`config.mk`:
```
export PLATFORM = sky130hd
export DESIGN_NAME = lza_cc_encoder
export DESIGN_NICKNAME = d
export VERILOG_FILES = /design/src/rtl/lza_cc_encoder.sv
export SDC_FILE = /design/constraint.sdc
export NUM_CORES = 1
export LEC_CHECK = 0
export BUFFER_PORTS_ARGS = -buffer_cell sky130_fd_sc_hd__buf_2
export CELL_PAD_IN_SITES_DETAIL_PLACEMENT = 2
export CELL_PAD_IN_SITES_GLOBAL_PLACEMENT = 2
export CORE_AREA = 8 8 96 98
export CTS_CLUSTER_DIAMETER = 40
export DETAILED_ROUTE_END_ITERATION = 16
export DIE_AREA = 0 0 104 106
export GPL_TIMING_DRIVEN = 0
export PLACE_DENSITY = 0.88
export SLEW_MARGIN = 20
export SYNTH_ARGS = -nofsm -noshare
export SYNTH_HDL_FRONTEND = slang
export SYNTH_SLANG_ARGS = --single-unit
```
`constraint.sdc`:
```
create_clock -name clk -period 6 [get_ports clk]
set_clock_uncertainty 0.15 [all_clocks]
set_input_delay 1.2 -clock clk [delete_from_list [all_inputs] [get_ports clk]]
set_output_delay 1.2 -clock clk [all_outputs]
set_load 0.02 [all_outputs]
```
`src/rtl/lza_cc_encoder.sv`:
```
// rtl/lza_cc_encoder.sv - LZA concurrent-correction leading-digit encoder, 2-stage valid/ready pipeline
module lza_cc_encoder #(
    parameter int DATA_WIDTH  = 8,
    parameter int SHIFT_WIDTH = $clog2(DATA_WIDTH + 1)
) (
    input  logic                   clk,
    input  logic                   rst_n,
    input  logic                   in_valid,
    output logic                   in_ready,
    input  logic                   sel_neg,
    input  logic [DATA_WIDTH-1:0]  string_n_pos,
    input  logic [DATA_WIDTH-1:0]  string_z_pos,
    input  logic [DATA_WIDTH-1:0]  string_p_pos,
    input  logic [DATA_WIDTH-1:0]  string_n_neg,
    input  logic [DATA_WIDTH-1:0]  string_z_neg,
    input  logic [DATA_WIDTH-1:0]  string_p_neg,
    output logic                   out_valid,
    input  logic                   out_ready,
    output logic [SHIFT_WIDTH-1:0] shift_amt,
    output logic [SHIFT_WIDTH-1:0] lead_pos,
    output logic                   corr,
    output logic                   zero,
    output logic                   invalid
);

    localparam logic [SHIFT_WIDTH-1:0] W_VAL = SHIFT_WIDTH'(DATA_WIDTH);
    localparam logic [SHIFT_WIDTH-1:0] MAX_K = SHIFT_WIDTH'(DATA_WIDTH - 1);

    // z digits are implied by absence of p and n, so the z strings carry no information.
    logic unused_z;
    assign unused_z = ^{string_z_pos, string_z_neg};

    // Pipeline control
    logic s1_valid, s2_valid;
    logic s1_ready, s2_ready;

    assign s2_ready  = ~s2_valid | out_ready;
    assign s1_ready  = ~s1_valid | s2_ready;
    assign in_ready  = s1_ready;
    assign out_valid = s2_valid;

    // Stage 1 combinational: select, decode (p wins over n), find leading mask
    logic [DATA_WIDTH-1:0] sel_p, sel_n;
    logic [DATA_WIDTH-1:0] dec_p, dec_n, dec_nz;
    logic [DATA_WIDTH-1:0] lead_mask;
    logic                  dec_zero;

    assign sel_p    = sel_neg ? string_p_neg : string_p_pos;
    assign sel_n    = sel_neg ? string_n_neg : string_n_pos;
    assign dec_p    = sel_p;
    assign dec_n    = sel_n & ~sel_p;
    assign dec_nz   = dec_p | dec_n;
    assign dec_zero = ~|dec_nz;

    always_comb begin
        lead_mask = '0;
        for (int i = 0; i < DATA_WIDTH; i++) begin
            if (dec_nz[i]) begin
                lead_mask    = '0;
                lead_mask[i] = 1'b1;
            end
        end
    end

    // Stage 1 registers
    logic [DATA_WIDTH-1:0] s1_p, s1_n, s1_mask;
    logic                  s1_zero, s1_sel_neg;

    always_ff @(posedge clk) begin
        if (!rst_n) begin
            s1_valid   <= 1'b0;
            s1_p       <= '0;
            s1_n       <= '0;
            s1_mask    <= '0;
            s1_zero    <= 1'b0;
            s1_sel_neg <= 1'b0;
        end else if (s1_ready) begin
            s1_valid <= in_valid;
            if (in_valid) begin
                s1_p       <= dec_p;
                s1_n       <= dec_n;
                s1_mask    <= lead_mask;
                s1_zero    <= dec_zero;
                s1_sel_neg <= sel_neg;
            end
        end
    end

    // Stage 2 combinational: encode k, evaluate correction and sign check
    logic [DATA_WIDTH-1:0]  exp_str, cnt_str, below_mask;
    logic [SHIFT_WIDTH-1:0] enc_k, c_shift;
    logic                   below_found, below_cnt;
    logic                   exp_at_k, cnt_at_k, c_corr, c_invalid;

    assign exp_str    = s1_sel_neg ? s1_n : s1_p;
    assign cnt_str    = s1_sel_neg ? s1_p : s1_n;
    // One-hot minus one sets exactly the positions strictly below k.
    assign below_mask = s1_mask - DATA_WIDTH'(1);

    always_comb begin
        enc_k       = '0;
        below_found = 1'b0;
        below_cnt   = 1'b0;
        for (int i = 0; i < DATA_WIDTH; i++) begin
            if (s1_mask[i]) begin
                enc_k = enc_k | SHIFT_WIDTH'(i);
            end
            // Ascending scan: the last hit is the first non-z digit below k.
            if (below_mask[i] && (s1_p[i] || s1_n[i])) begin
                below_found = 1'b1;
                below_cnt   = cnt_str[i];
            end
        end
    end

    assign exp_at_k  = |(s1_mask & exp_str);
    assign cnt_at_k  = |(s1_mask & cnt_str);
    assign c_corr    = exp_at_k & below_found & below_cnt;
    assign c_invalid = cnt_at_k;
    assign c_shift   = s1_zero ? W_VAL
                               : (MAX_K - enc_k + {{(SHIFT_WIDTH-1){1'b0}}, c_corr});

    // Stage 2 registers drive the outputs directly
    always_ff @(posedge clk) begin
        if (!rst_n) begin
            s2_valid  <= 1'b0;
            shift_amt <= '0;
            lead_pos  <= '0;
            corr      <= 1'b0;
            zero      <= 1'b0;
            invalid   <= 1'b0;
        end else if (s2_ready) begin
            s2_valid <= s1_valid;
            if (s1_valid) begin
                shift_amt <= c_shift;
                lead_pos  <= enc_k;
                corr      <= c_corr;
                zero      <= s1_zero;
                invalid   <= c_invalid;
            end
        end
    end

endmodule

```
==> reports/metrics.yaml, run 1 <==
synth_top_area_frac: 0.310
synthDistinctLibCells: 52
hold_class: "reg -> reg"
grt_usage: 0.175
root_buffer: "clkbuf_8"
ant_nets: 0
clk_pin_slew_ps: 80
cts_hold_buf: 0
synth_common_cells: "38 x dfxtp_1, 32 x nand2_1, 25 x nor2_1"
synthCells: 291
diodes: 0
cts_setup_buffers: 0
ys_async_sr_fraction: 0
viasPerCell: 5.53
nFillCells: 917
syn_to_final_growth_pct: 19.8
grt_pass1_wl_mm: 15.6
cts_tree: "built"
cp_max_fo: 6
start_kind: "flip-flop"
worstPathArrival_ps: 3370
reg2reg_depth: 14
nNetsFinal: 402
cts_resized: 0
overflow: 0
antenna_found_initial: 0
period_needed_ps: 3330
finalCritPeriodShare: 0.554
wl_per_cell_um: 21.2
total_power_uw: 652
status: "complete, no violations"
core_um2: 7850
power_leakage_nw: 1.33
end_kind: "flip-flop"
seqCellArea_um2: 761
ir_drop_uv: 116
place.gp.congestion: 0.844
yosys_register_bits: 38
p_per_area_nw_per_um2: 222
die_x_um: 104
multiInputGateArea_um2: 1530
cts-buffers-inserted: 5
drt_iter0_drc: 127
maxClockFrequency_mhz: 301
drtPass1Iterations: 4
ys_seq_area_frac: 0.310
worst_skew_pair.late_latency_ps: 300
synthFlopType: "dfxtp_1"
clock_path_buffers: 2
drv_cap: 0
ioPinCount: 66
die_height_um: 106
required_ps: 6050
relSlewSlack: 0.441
drc: 0
dieArea_um2: 11000
critPathKind: "reg -> reg"
cts.sinks: 38
grt_setup_unrepaired: "false"
grt_max_degree: 12
syn-num-nets: 347
slew_violations: 0
synthTopCellsByArea: "dfxtp_1 31%, mux2i_1 8.2%, o211a_1 7.8%"
htree_levels: 2
synth_area_leader_cell: "dfxtp_1"
hpwl_mm: 7.20
drive_gt1_frac: 0.234
vias: 2495
setup_violations: 0
worst_pin_slew_ps: 838
synth_warnings: 0
final_hold_viol_count: 0
start_util: 0.312
rows: 33
synth_edf_count: 0
grt_pass1_vias: 2929
hold_path_depth: 2
syn_avg_cell_area_um2: 8.42
syn_area_um2: 2450
wirelength_mm: 9.55
yosysMostFrequentCell: "dfxtp_1"
final.setup.tns_ps: 0
numPortBuffers: 48
## cell families after synthesis
kind of cell,after synthesis,synth area share
AOI/OAI and AO/OA,85,0.276
other,1,0.00153
DFF,38,0.310
buffers and inverters,34,0.0653
muxes,25,0.105
and+or+nand+nor,102,0.216
adders and majority gates,3,0.0153
xor gates and xnor gates,3,0.0107
## routing by layer
layer | global-route usage | up-vias | wire [um]
met5 | 0 | - | 0
met2 | 0.322 | 56 | 4860
li1 | - | 1180 | -
met4 | 0.0879 | 0 | 353
met3 | 0.0224 | 20 | 263
met1 | 0.196 | 1239 | 4080
## report_power, final
group | internal, mW | switching (mW)
clock | 0.133 | 0.102
combinational | 0.0565 | 0.0803
sequential | 0.266 | 0.0148
total | 0.456 | 0.197
## final timing paths
path           startpoint      endpoint  slack (ps)
max reg2reg    s1_mask[0]  shift_amt[2]        2670
min reg2reg  shift_amt[1]  shift_amt[1]         320
min          shift_amt[1]  shift_amt[1]         320
max            s1_mask[0]  shift_amt[2]        2670
## cell usage in the layout, fill, tap and decap left out, types with 4 or more instances in the layout
cell type  synthesis  routed
a21boi_0           6       6
a21oi_1           11      11
a22oi_1            5       5
a32oi_1            7       7
and2_1             4       4
buf_2              3      51
clkbuf_1          10      10
clkbuf_8           1       7
dfxtp_1           38      38
inv_1             15      15
mux2_2             5       5
mux2i_1           20      20
nand2_1           32      32
nand3_1            5       5
nor2_1            25      25
nor2b_1            6       6
nor3_1            10      10
nor4_1             5       5
o211a_1           19      19
o211ai_1           4       4
o21ai_0            4       4
o22ai_1            8       8
## sequential cells by signal, summed over array words and instances (netlist names), 3 cells and up
name / flops
s1_mask: 8
s1_n: 8
s1_p: 8
shift_amt: 4
lead_pos: 3
## worst max-delay path, stage by stage, from the launching register on
cell and delay (ps):
dfxtp_1 520, inv_1 140, ha_1 340, o21ba_2 180
o32ai_1 360, o211ai_1 160, a2111oi_2 340, o22ai_1 140
a21oi_1 160, ha_1 190, ha_1 160, xnor2_1 130
nor3_1 60, a21oi_1 120, nor2b_1 60
## through the flow
step	cells	hold WS, ps	utilization	setup slack [ps]	cell area [um^2]
detailed placement	444	315	0.360	2730	2820
finish	451	319	0.374	2670	2940
global route	451	352	0.374	2420	2940
floorplan	291	328	-	3170	2450
global placement	444	299	0.360	2850	2820
CTS	451	326	0.374	2640	2940
## layout make-up
cell class | instances | share of cell area
Buffer | 19 | 0.0354
Clock buffer | 6 | 0.0281
Clock inverter | 1 | 0.0102
Inverter | 15 | 0.0192
Multi-Input combinational cell | 219 | 0.521
Sequential cell | 38 | 0.259
Tap cell | 105 | 0.0448
Timing Repair Buffer | 48 | 0.0818
No activity file was read; power rests on OpenSTA's default activity.
==> run 2, diff against run 1 <==
- ABC_AREA: default -> 1
- CORE_AREA: 8 8 96 98 -> 8 8 108 110
- DIE_AREA: 0 0 104 106 -> 0 0 116 118
- PLACE_DENSITY: 0.88 -> 0.78
- clock period: 6 -> 2.8 ns (I/O delays scaled with it)
==> run 2 against run 1 <==
  * Cell area down 3.1%
  * Die area up 24%
  * Synthesized area down 5.6%
  * Final cell count up 22%
  * Routed wire length down 17%
  * Non-clock buffer count down 6
  * Critical endpoint unchanged
  * Largest power group unchanged
==> reports/metrics.yaml, run 2 <==
die_height_um: 118
power_leakage_nw: 1.31
power.internal_uw: 864
final_util: 0.285
cts_tree: "built"
synthCells: 360
worst_skew_pair.late_latency_ps: 290
syn_area_um2: 2310
numPortBuffers: 48
design_area_um2: 2850
synth_warnings: 0
drtPass1Iterations: 4
grt_pass1_wl_mm: 13.5
finalCritPeriodShare: 0.891
ant_nets: 0
die_x_um: 116
diodes: 0
wirelength_mm: 7.90
status: "complete, no violations"
drt_iter0_drc: 60
dieArea_um2: 13700
period_needed_ps: 2500
yosys_register_bits: 38
core_um2: 10000
hpwl_mm: 6.64
synth_area_leader_cell: "dfxtp_1"
maxClockFrequency_mhz: 401
vias: 2491
drc: 0
layout_commonest_cell: "nand2_1"
nNetsFinal: 471
p_switching_uw: 395
final_hold_viol_count: 0
reg_top3: "s1_mask: 8 flops, s1_n: 8 flops, s1_p: 8 flops"
synth_common_cells: "77 x nand2_1, 56 x inv_1, 40 x o21ai_0"
sequentialPowerShare: 0.471
clock_path_buffers: 2
slew_violations: 0
syn_avg_cell_area_um2: 6.43
ioPinCount: 66
grt_setup_unrepaired: "false"
synthFlopType: "dfxtp_1"
dpl-instance-area_um2: 2720
place.gp.congestion: 0.833
htree_levels: 2
grt_max_degree: 13
worstPathArrival_ps: 2570
combPwrFrac: 0.212
start_util: 0.231
root_buffer: "clkbuf_8"
synth_top_area_frac: 0.329
worst_pin_slew_ps: 618
final_cells: 552
critPathKind: "reg -> reg"
viasPerCell: 4.51
cts.sinks: 38
grt_pass1_vias: 2810
drive_gt1_frac: 0.183
end_kind: "flip-flop"
start_kind: "flip-flop"
antenna_found_initial: 0
cts_hold_buf: 0
p_per_area_nw_per_um2: 442
required_ps: 2880
dpl.cell_count: 544
yosysMostFrequentCell: "nand2_1"
ys_async_sr_fraction: 0
clk_pin_slew_ps: 80
clockPowerShare: 0.317
ir_drop_uv: 175
rows: 37
hold_class: "reg -> reg"
cts-buffers-inserted: 5
relSlewSlack: 0.584
nFillCells: 1283
cts_setup_buffers: 0
syn_to_final_growth_pct: 23.0
setup_violations: 0
whs_ps: 321
syn-num-nets: 416
drv_cap: 0
grt_usage: 0.121
synth_edf_count: 0
overflow: 0
cp_max_fo: 5
layout_common_cells: "77 x nand2_1, 55 x inv_1, 48 x buf_2, 39 x o21ai_0, 38 x a21oi_1"
synthTopCellsByArea: "dfxtp_1 33%, nand2_1 12%, inv_1 9.1%"
wl_per_cell_um: 14.3
synthDistinctLibCells: 30
swShare: 0.314
ys_seq_area_frac: 0.329
## run 2: area by class of cell
class / instances / area [um^2] / area share
clock buffers: 6 / 82.6 / 0.0290
plain buffers: 13 / 71.3 / 0.0251
repair buffers: 48 / 240 / 0.0844
inverters: 58 / 220 / 0.0774
well taps: 136 / 170 / 0.0598
multi-input cells: 251 / 1280 / 0.451
flip-flops and latches: 38 / 766 / 0.269
clock inverters: 2 / 12.5 / 0.00440
## run 2: stage by stage
step | setup TNS [ps] | total power [mW] | worst slack [ps]
5_1_grt | 0 | 1.33 | 23.1
2_1_floorplan | 0 | 0.775 | 397
6_report | 0 | 1.26 | 304
4_1_cts | 0 | 1.28 | 79.4
3_3_place_gp | -5.06 | 0.864 | -5.06
3_5_place_dp | -39.9 | 0.876 | -39.9
## run 2: logic make-up (layout without fill, tap and decap cells)
group	count (synthesis)	count (layout)	synth area share
adder cells (fa/ha/maj)	3	3	0.0162
AND/OR/NAND/NOR	146	146	0.271
XOR/XNOR	2	2	0.00757
other	1	1	0.00162
buffers and inverters	71	127	0.125
AO/OA/AOI/OAI	90	90	0.209
multiplexers	9	9	0.0406
flip-flops	38	38	0.329
## run 2: power by group through the flow
stage / clock (mW) / sequential [mW] / combinational (mW)
after floorplan: 0 / 0.611 / 0.164
after global placement: 0 / 0.604 / 0.259
after detailed placement: 0 / 0.606 / 0.270
after CTS: 0.412 / 0.594 / 0.271
after global routing: 0.432 / 0.597 / 0.305
final: 0.399 / 0.593 / 0.267
## run 2: timing repair
item | in CTS | in global routing
setup endpoints to repair | 1 | 2
cloned | 0 | 0
pin swaps | 0 | 2
resized for setup | 1 | 10
## run 2: final timing paths
path | from | endpoint | slack [ps] | cells after the start
max reg2reg | s1_mask[1] | shift_amt[2] | 300 | 20
min reg2reg | shift_amt[1] | shift_amt[1] | 320 | 2
min | shift_amt[1] | shift_amt[1] | 320 | 2
max | s1_mask[1] | shift_amt[2] | 300 | 20
## run 2: worst max-delay path: stages, from the launching register on
cell     delay, ps
dfxtp_4        380
inv_2           70
ha_4           260
inv_1           50
o21ai_2         60
nand2_1         80
nor2_1          90
nand2_1         60
nor2_1          90
nor2_1          50
nand2_1         60
nand2_1         50
nand2_1         50
nand2_1         50
nand2_1         80
inv_1           50
ha_1           190
ha_1           190
xor2_1         180
nand2_1         80
a21oi_1        120
## run 2: routing by layer
| layer | up-vias | track usage | part of all wire |
|---|---|---|---|
| met5 | - | 0 | 0 |
| li1 | 1272 | - | - |
| met2 | 35 | 0.211 | 0.51 |
| met4 | 0 | 0.0316 | 0.0099 |
| met3 | 6 | 0.0174 | 0.017 |
| met1 | 1178 | 0.148 | 0.46 |
